File: config.mk
export PLATFORM = sky130hd
export DESIGN_NAME = flit_arbiter
export DESIGN_NICKNAME = d
export VERILOG_FILES = /design/src/rtl/flit_arbiter.sv
export SDC_FILE = /design/constraint.sdc
export NUM_CORES = 1
export LEC_CHECK = 0
export ABC_CLOCK_PERIOD_IN_PS = 2700
export CAP_MARGIN = 15
export CELL_PAD_IN_SITES_DETAIL_PLACEMENT = 1
export CELL_PAD_IN_SITES_GLOBAL_PLACEMENT = 1
export CORE_MARGIN = 8
export CORE_UTILIZATION = 25
export DETAILED_ROUTE_END_ITERATION = 8
export GPL_ROUTABILITY_DRIVEN = 0
export GPL_TIMING_DRIVEN = 0
export MAX_ROUTING_LAYER = met4
export PLACE_DENSITY_LB_ADDON = 0.1
export SLEW_MARGIN = 20
export SYNTH_ARGS = -nofsm -noshare
export SYNTH_HDL_FRONTEND = slang
export SYNTH_SLANG_ARGS = --single-unit
File: constraint.sdc
create_clock -name clk -period 2.7 [get_ports clk]
set_input_delay 0.54 -clock clk [delete_from_list [all_inputs] [get_ports clk]]
set_output_delay 0.54 -clock clk [all_outputs]
set_load 0.02 [all_outputs]
File: src/rtl/flit_arbiter.sv
// rtl/flit_arbiter.sv - round-robin packet-locked arbiter merging flit queue pop sides onto one registered link

package types;
    typedef logic [31:0] flit_t;
endpackage

module flit_arbiter #(
    parameter int NUM_PORTS = 4
) (
    input  logic                                 clk,
    input  logic                                 rst_n,
    input  types::flit_t [NUM_PORTS-1:0]         in_flit,
    input  logic [NUM_PORTS-1:0]                 in_valid,
    input  logic [NUM_PORTS-1:0]                 in_tail,
    output logic [NUM_PORTS-1:0]                 in_ready,
    output types::flit_t                         out_flit,
    output logic                                 out_tail,
    output logic                                 out_valid,
    input  logic                                 out_ready,
    output logic [$clog2(NUM_PORTS)-1:0]         out_port,
    output logic                                 locked
);

    localparam int PW = $clog2(NUM_PORTS);
    localparam logic [PW-1:0] LAST_PORT = PW'(NUM_PORTS - 1);

    typedef enum logic {
        IDLE   = 1'b0,
        LOCKED = 1'b1
    } state_t;

    state_t          state_q;
    state_t          state_d;
    logic [PW-1:0]   rr_ptr;
    logic [PW-1:0]   lock_port;
    logic [PW-1:0]   cand_port;
    logic [PW-1:0]   gnt_port;
    logic            cand_found;
    logic            gnt_valid;
    logic            gnt_tail;
    logic            load_ok;
    logic            in_xfer;
    int              scan_idx;

    // Scan upward from rr_ptr with explicit wrap so non-power-of-two port counts work.
    always_comb begin
        cand_found = 1'b0;
        cand_port  = '0;
        scan_idx   = 0;
        for (int k = 0; k < NUM_PORTS; k++) begin
            scan_idx = int'(rr_ptr) + k;
            if (scan_idx >= NUM_PORTS) begin
                scan_idx = scan_idx - NUM_PORTS;
            end
            if (!cand_found && in_valid[scan_idx[PW-1:0]]) begin
                cand_found = 1'b1;
                cand_port  = scan_idx[PW-1:0];
            end
        end
    end

    always_comb begin
        state_d   = state_q;
        gnt_port  = cand_port;
        gnt_valid = cand_found;
        if (state_q == LOCKED) begin
            // Mid-packet only the owning port may proceed; a gap on it is a bubble.
            gnt_port  = lock_port;
            gnt_valid = in_valid[lock_port];
        end
        load_ok  = !out_valid || out_ready;
        in_xfer  = rst_n && gnt_valid && load_ok;
        gnt_tail = in_tail[gnt_port];
        in_ready = '0;
        if (in_xfer) begin
            in_ready[gnt_port] = 1'b1;
            state_d = gnt_tail ? IDLE : LOCKED;
        end
    end

    always_ff @(posedge clk or negedge rst_n) begin
        if (!rst_n) begin
            state_q   <= IDLE;
            rr_ptr    <= '0;
            lock_port <= '0;
            out_valid <= 1'b0;
            out_flit  <= '0;
            out_tail  <= 1'b0;
            out_port  <= '0;
        end else begin
            state_q <= state_d;
            if (in_xfer) begin
                out_flit  <= in_flit[gnt_port];
                out_tail  <= gnt_tail;
                out_port  <= gnt_port;
                out_valid <= 1'b1;
                if (gnt_tail) begin
                    rr_ptr <= (gnt_port == LAST_PORT) ? '0 : gnt_port + PW'(1);
                end else begin
                    lock_port <= gnt_port;
                end
            end else if (out_valid && out_ready) begin
                out_valid <= 1'b0;
            end
        end
    end

    assign locked = (state_q == LOCKED);

endmodule

=== Word-level counts from Yosys, hierarchy flattened ===
Cells that the tools add are included.

* Flip-flop bits (word level): 41
* Bits in latches: 0
* Memory bits (writable): 0
* Bits in read-only memories: 0
* Input bits: 139
* Output and inout port bits: 41
* Logic and storage cells: 78
* Memories: 0

* $add $sub $neg: 8
* Multiply operators: 0
* Div/mod/pow operators: 0
* Order comparisons: 11
* Equal/unequal tests: 1
* Shift operators: 0
* Muxes and demuxes: 35
* Bitwise logic cells: 1
* Reductions and logical operators: 15

{| class="wikitable"
|+ Operators with widths
! cell !! number
|-
| binary-select mux 32 bit (select 2 bit) || 1
|-
| two-way mux 32 bit || 1
|-
| two-way mux 2 bit || 10
|-
| less-than comparator 2 x 3 -> 1 bit, second input constant || 6
|-
| two-way mux 1 bit || 15
|-
| binary-select mux 1 bit (select 2 bit) || 6
|-
| greater-or-equal comparator 3 bit, second input constant || 3
|-
| subtractor 2 x 1 -> 2 bit, second input constant || 4
|-
| logical AND 1 bit || 7
|-
| adder 2 x 2 -> 3 bit, second input constant || 2
|-
| logical NOT 1 bit || 4
|-
| two-way mux 4 bit || 1
|-
| AND reduction 2 bit || 2
|-
| adder 2 x 1 -> 3 bit, second input constant || 1
|-
| greater-or-equal comparator 2 x 3 -> 1 bit, second input constant || 1
|-
| adder 2 x 1 -> 2 bit, second input constant || 1
|-
| demux 1 bit (select 2 bit) || 1
|-
| equality test 2 bit, second input constant || 1
|-
| greater-or-equal comparator 2 x 1 -> 1 bit, second input constant || 1
|-
| nonzero test 2 bit || 1
|-
| logical OR 1 bit || 1
|-
| NOT 1 bit || 1
|}

=== Logic depth before layout (Yosys ltp) ===
Gate-level depths: netlist of run 1.

* Depth in word-level cells: 20
* Depth in mapped cells: 8
* Mapped depth without buffers: 7

=== Worst setup path after synthesis of run 1 ===
OpenSTA, ideal clock, no wires.

* Path type: input to output
* From: input in_valid[2]
* To: output in_ready[0]
* Data arrival time: 1976 ps
* Required time: 2160 ps
* Slack: 184 ps
* Stages on the path: 8
* Path buffers: 2
* Cells stage by stage: mux2i_1 nor2_1 o41ai_4 inv_2 buf_4 buf_2 ha_1 and2_1

* Word-level cells in the longest chain between the ends: 18
* Elaborated cells between the ends (all ways): 34
* Those cells by class: order compare: 2; mux: 23; reduce/logical: 9

{| class="wikitable"
|+ Ends and longest elaborated chain
! what !! line !! text
|-
| start: declaration || 13 || <nowiki>input logic [NUM_PORTS-1:0] in_valid,</nowiki>
|-
| binary-select mux 1 bit (select 2 bit) || 55 || <nowiki>if (!cand_found && in_valid[scan_idx[PW-1:0]]) begin</nowiki>
|-
| two-way mux 1 bit (implied by the code) || 55 ||
|-
| two-way mux 1 bit || 55 ||
|-
| logical NOT 1 bit || 55 ||
|-
| logical AND 1 bit || 55 ||
|-
| two-way mux 1 bit || 55 ||
|-
| logical NOT 1 bit || 55 ||
|-
| logical AND 1 bit || 55 ||
|-
| [2 not listed] || n/a ||
|-
| logical AND 1 bit || 55 ||
|-
| two-way mux 2 bit || 55 ||
|-
| two-way mux 2 bit || 66 || <nowiki>if (state_q == LOCKED) begin</nowiki>
|-
| less-than comparator 2 x 3 -> 1 bit (implied by the code) / greater-or-equal comparator 2 x 1 -> 1 bit (equally long branches) || 76 || <nowiki>in_ready[gnt_port] = 1'b1;</nowiki>
|-
| logical AND 1 bit (implied by the code) || 76 ||
|-
| two-way mux 1 bit (implied by the code) || 76 ||
|-
| demux 1 bit (select 2 bit) || 76 ||
|-
| two-way mux 4 bit * || 75 || <nowiki>if (in_xfer) begin</nowiki>
|-
| end: declaration || 15 || <nowiki>output logic [NUM_PORTS-1:0] in_ready,</nowiki>
|}

Every way passes the cells marked *; elsewhere a longest branch is shown, timed or not. The select of a mux whose other input is x is not followed.

=== Worst setup path in the final report of run 1 ===
* From: input in_valid[2]
* To: output in_ready[3]

Same word-level chain as after synthesis.

==> reports/results.tsv, run 1 <==
stage	metric	value	unit
layout	syn_to_final_growth	80.8	%
timing	worstMarginPinSlew	0.619	ns
synthesis	synth_common_cells	70 x nand2_1, 42 x nor2_1, 41 x dfrtp_1	
layout	multi_input_area	1590	µm²
flow_run	drv_cap	0	
placement	place_area	4700	µm²
grt	grt_max_degree	24	
synthesis	yosysTopAreaCellShare	37.8	%
synthesis	synthArstFlopShare	100	%
grt	grt_pass1_vias	3452	
clock_tree	htree_levels	2	
critical_path	path_cells	clkdlybuf4s15_2, or4_4, nor2_4, nor3_4, clkbuf_4, and2_1, buf_4	
critical_path	r2r_start	rr_ptr[1]	
layout	layout-drive-gt1-share	10.8	%
critical_path	cp.buffers_inverters	3	
pwr	switchingPower	1.87	mW
synthesis	synthCells	324	
layout	fin_util	45.7	%
critical_path	end_kind	primary output	
placement	portBuffers	179	
grt	grt_pass1_wl	19.0	mm
floorplan	core_area	10700	µm²
pwr	combPwrFrac	64.9	%
critical_path	crit_required	2.16	ns
clock_tree	cts_root_buf	clkbuf_8	
critical_path	crit_cells	7	
pwr	pwr-share-clk	9.9	%
critical_path	startpoint_type	primary input	
synthesis	synth_ff_type	dfrtp_1	
synthesis	syn-cell-area	2720	µm²
clock_tree	cts_sinks	41	
detailed_routing	via_per_inst	4.75	
detailed_routing	ant_nets	0	
critical_path	crit_arrival	2.06	ns
layout	nets	662	
synthesis	synth-edff-count	0	
timing	hold_viol_final	0	
critical_path	path_delay_family	simple AND/OR/NAND/NOR gates	
detailed_routing	num_vias	3127	
critical_path	worstSetupPathType	primary input to primary output	
timing	rsz0062_at_grt	false	
detailed_routing	drc	0	
floorplan	io_pins	180	
pwr	p_int	2.39	mW
synthesis	avgSynthCellArea	8.39	µm²
critical_path	worst_path_max_delay_cell	or4_4	
pwr	p_leak	1.92	nW
timing	tns	0	ns
critical_path	crit_path_max_fanout	10	
clock_tree	clock_path_buffers	2	
timing	setup_viol	0	
timing	finalMaxSlewViolations	0	
detailed_routing	wl_per_cell	19.0	µm
critical_path	r2r_cells	6	
layout	fillers	1296	
critical_path	slowest_delay	0.57	ns
timing	relSlewSlack	58.8	%
timing	clock_skew	0.0110	ns
pwr	p_sw_share	43.9	%
grt	antenna_found_initial	0	
synthesis	yosysWarnings	0	
synthesis	synth_nets	467	
clock_tree	clock_latency	0.30	ns
status	outcome	finished, final reports clean	
pwr	vdd_drop_max	0.000330	V
critical_path	crit_end	in_ready[3]	
timing	max_freq	384	MHz
floorplan	die_h	120	µm
pwr	power.density	867	nW/µm²
synthesis	synth.top_cells.by_area	dfrtp_1 38%, a311oi_1 10%, nand2_1 9.7%	
layout	design_area	4910	µm²
synthesis	yosysSeqAreaShare	37.8	%
floorplan	start_util	25.3	%
layout	layout.cells.non_filler	659	
critical_path	ff2ff_setup_slack	0.27	ns
layout	diodes	0	
timing	post-route-min-period	2.60	ns
synthesis	synth_top_area_cell	dfrtp_1	
detailed_routing	wl	12.5	mm
synthesis	synthDistinctLibCells	36	
floorplan	rows	38	
layout	seq_area	1030	µm²
timing	whs	0.0731	ns
clock_tree	clk_pin_slew	0.08	ns
placement	dp_cells	644	
detailed_routing	dr.pass1.iters	6	
critical_path	r2r_end	out_flit[5]	
critical_path	crit_path_start	in_valid[2]	
synthesis	synth_most_common_cell	nand2_1	
clock_tree	tritoncts	built	
detailed_routing	drtIter0Drc	92	
floorplan	dieWidth	120	µm
clock_tree	cts_buffers	5	
floorplan	die_area	14500	µm²
grt	grt.overflow.total	0	
synthesis	ys_ff_latch	41	
pwr	power_frac_seq	25.3	%
grt	grt_usage	17.3	%
worst_hold_path	min_path_type	primary input to asynchronous set/reset pin	
placement	hpwl	10.2	mm
timing	finalCritPeriodShare	96.5	%
-- state kept, by name (all words and copies together) (netlist names) --
signal	count
out_valid	1
lock_port	2
locked	1
rr_ptr	2
out_port	2
out_flit	32
out_tail	1
-- per-layer routing --
metal | track usage [%] | up-vias | wire length [µm]
met3 | 3.50 | 6 | 538
li1 | - | 1545 | -
met2 | 30.8 | 79 | 6580
met4 | 3.28 | 0 | 87
met1 | 19.8 | 1497 | 5300
met5 | - | - | 0
-- cells in the final DEF, fill, tap and decap left out, drive strengths merged, types with 22 or more instances in the layout --
| master | instances |
|---|---|
| clkdlybuf4s50 | 170 |
| nand2 | 70 |
| nor2 | 42 |
| dfrtp | 41 |
| and2 | 36 |
| a311oi | 33 |
| a211oi | 32 |
| buf | 28 |
| clkbuf | 22 |
-- logic make-up (layout without fill, tap and decap cells) --
kind of cell / count (synthesis) / count (layout) / synth area share (%)
buffers and inverters: 31 / 226 / 5.29
DFF: 41 / 41 / 37.8
AOI/OAI and AO/OA: 82 / 82 / 25.0
adders and majority gates: 4 / 4 / 1.84
and+or+nand+nor: 158 / 158 / 26.1
muxes: 8 / 8 / 4.05
-- repair_timing --
action | in CTS | in global routing
hold buffers | 0 | 0
setup endpoints to repair | 34 | 4
pin swaps | 2 | 3
setup buffers | 5 | 5
gates resized for setup | 53 | 5
-- worst min-delay path by stage --
stage	cells past startpoint	end	start	slack, ns
6_report	1	out_flit[18]	rst_n	0.07
3_3_place_gp	1	out_port[1]	out_port[1]	0.46
5_1_grt	1	out_flit[18]	rst_n	0.08
3_5_place_dp	1	out_port[1]	out_port[1]	0.47
4_1_cts	1	out_flit[18]	rst_n	0.12
2_1_floorplan	0	lock_port[0]	rst_n	0.24
-- power by group through the flow --
stage	clock network, mW	registers, mW	logic (mW)
floorplan	0	1.39	1.12
finish	0.419	1.08	2.76
detailed placement	0	1.09	2.67
CTS	0.437	1.08	2.79
global placement	0	1.07	2.64
global route	0.457	1.11	3.00
-- per-stage QoR --
step | setup WS [ns] | power, mW
finish | 0.0950 | 4.26
global route | 0.0119 | 4.57
CTS | 0.00286 | 4.31
detailed placement | -1.33 | 3.76
global placement | -2.62 | 3.70
floorplan | 0.184 | 2.51
-- cell type report --
type | count | area share [%]
timing repair buffer | 190 | 38.1
multi-input combinational | 252 | 32.4
sequential | 41 | 20.9
tap | 140 | 3.57
buffer | 25 | 2.85
clock buffer | 7 | 1.76
inverter | 4 | 0.407
Power figures use the tool's default switching activity.
==> run 2: changes to the inputs <==
--- a/config.mk
+++ b/config.mk
@@ -13,7 +13,6 @@
 export CORE_UTILIZATION = 25
 export DETAILED_ROUTE_END_ITERATION = 8
 export GPL_ROUTABILITY_DRIVEN = 0
-export GPL_TIMING_DRIVEN = 0
 export MAX_ROUTING_LAYER = met4
 export PLACE_DENSITY_LB_ADDON = 0.1
 export SLEW_MARGIN = 20
==> reports/results.tsv, run 2 (synthesized netlist as in run 1, its figures left out) <==
stage	metric	value	unit
status	outcome	finished, final reports clean	
timing	max_freq	379	MHz
floorplan	rows	38	
timing	tns	0	ns
placement	dp_cells	637	
timing	worstMarginPinSlew	0.572	ns
detailed_routing	dr.pass1.iters	4	
floorplan	dieWidth	120	µm
clock_tree	clk_pin_slew	0.08	ns
layout	fin_util	45.7	%
timing	setup_viol	0	
detailed_routing	drc	0	
timing	finalMaxSlewViolations	0	
timing	hold_viol_final	0	
clock_tree	cts_sinks	41	
grt	antenna_found_initial	0	
layout	final_cell_mix	170 x clkdlybuf4s50_1, 69 x nand2_1, 41 x nor2_1	
pwr	vdd_drop_max	0.000411	V
placement	portBuffers	179	
grt	grt_pass1_wl	19.1	mm
critical_path	crit_required	2.16	ns
layout	syn_to_final_growth	80.8	%
critical_path	r2r_cells	9	
clock_tree	cts_buffers	5	
clock_tree	cts_root_buf	clkbuf_8	
critical_path	crit_arrival	2.10	ns
detailed_routing	wl_per_cell	19.0	µm
flow_run	drv_cap	0	
timing	clock_skew	0.00540	ns
clock_tree	tritoncts	built	
critical_path	end_kind	primary output	
layout	largest_register	out_flit	
worst_hold_path	min_path_type	primary input to asynchronous set/reset pin	
clock_tree	htree_levels	2	
layout	layout-drive-gt1-share	11.0	%
floorplan	start_util	25.3	%
pwr	p_leak	1.93	nW
placement	hpwl	9.64	mm
layout	largest_reg_flops	32	
layout	design_area	4910	µm²
timing	rsz0062_at_grt	false	
grt	grt.overflow.total	0	
grt	grt_pass1_vias	3549	
layout	diodes	0	
detailed_routing	via_per_inst	4.84	
detailed_routing	drtIter0Drc	99	
floorplan	die_area	14500	µm²
floorplan	die_h	120	µm
placement	place_area	4760	µm²
pwr	finalPower	4.25	mW
layout	layout.cells.non_filler	650	
layout	fillers	1289	
floorplan	io_pins	180	
timing	relSlewSlack	61.8	%
clock_tree	clock_latency	0.29	ns
layout	final_common_cell	clkdlybuf4s50_1	
pwr	power.density	864	nW/µm²
detailed_routing	num_vias	3144	
timing	finalCritPeriodShare	97.8	%
critical_path	crit_path_max_fanout	5	
critical_path	worstSetupPathType	primary input to primary output	
critical_path	startpoint_type	primary input	
timing	post-route-min-period	2.64	ns
grt	grt_max_degree	45	
floorplan	core_area	10700	µm²
detailed_routing	wl	12.4	mm
clock_tree	clock_path_buffers	2	
grt	grt_usage	17.3	%
layout	nets	652	
detailed_routing	ant_nets	0	
[run 2: cell count changes in the layout (fill, tap and decap cells not counted), sizes merged]
cell	delta
clkdlybuf4s15	+1
clkinv	+1
buf	+2
clkbuf	-13
[run 2: layout make-up]
type                            count  area, µm²  share of cell area (%)
Timing Repair Buffer              205       2000                    40.7
Tap cell                          140        175                    3.57
Sequential cell                    41       1030                    20.9
Inverter                            4       15.0                   0.306
Clock inverter                      1       5.00                   0.102
Multi-Input combinational cell    252       1600                    32.5
Clock buffer                        7       96.3                    1.96
[run 2: power breakdown]
group / total, mW / switching, mW / leakage [nW] / internal [mW]
registers: 1.09 / 0.186 / 0.457 / 0.904
clock network: 0.455 / 0.224 / 0.0542 / 0.232
logic: 2.70 / 1.42 / 1.42 / 1.28
total: 4.25 / 1.83 / 1.93 / 2.42
[run 2: layer usage]
layer  GRT usage (%)  vias up  part of all wire [%]
met5               -        -                     0
met4            4.14        0                   1.3
met3            4.52        9                   5.7
met2            32.3       89                    54
met1            17.7     1527                    39
li1                -     1519                     -
[run 2: worst paths after layout]
path                        startpoint      endpoint  slack [ns]
max                        in_valid[3]   in_ready[1]        0.06
max in group asynchronous        rst_n     rr_ptr[1]        1.92
min in group clk           out_port[1]   out_port[1]        0.48
max reg2reg                  rr_ptr[1]     rr_ptr[1]        0.27
min reg2reg                out_port[1]   out_port[1]        0.48
min                              rst_n  lock_port[1]        0.37
[run 2: worst max-delay path, stage by stage]
cell	delay [ns]
clkdlybuf4s15_1	0.29
or4_1	0.57
nor2_1	0.16
nor3_2	0.07
buf_4	0.15
and2_1	0.15
buf_2	0.16
[run 2: stage by stage]
| stage | worst slack (ns) | hold WS [ns] |
|---|---|---|
| final | 0.0607 | 0.368 |
| after global routing | 0.0113 | 0.415 |
| after CTS | 0.00277 | 0.389 |
| after detailed placement | -0.628 | 0.465 |
| after global placement | -0.532 | 0.462 |
| after floorplan | 0.184 | 0.244 |
[run 2: timing repair]
action | 4_1_cts | 5_1_grt
pin swaps | 4 | 1
endpoints found under the hold margin | 0 | 0
resized for setup | 24 | 8
hold buffers | 0 | 0
setup endpoints to repair | 7 | 6
setup buffers | 5 | 0
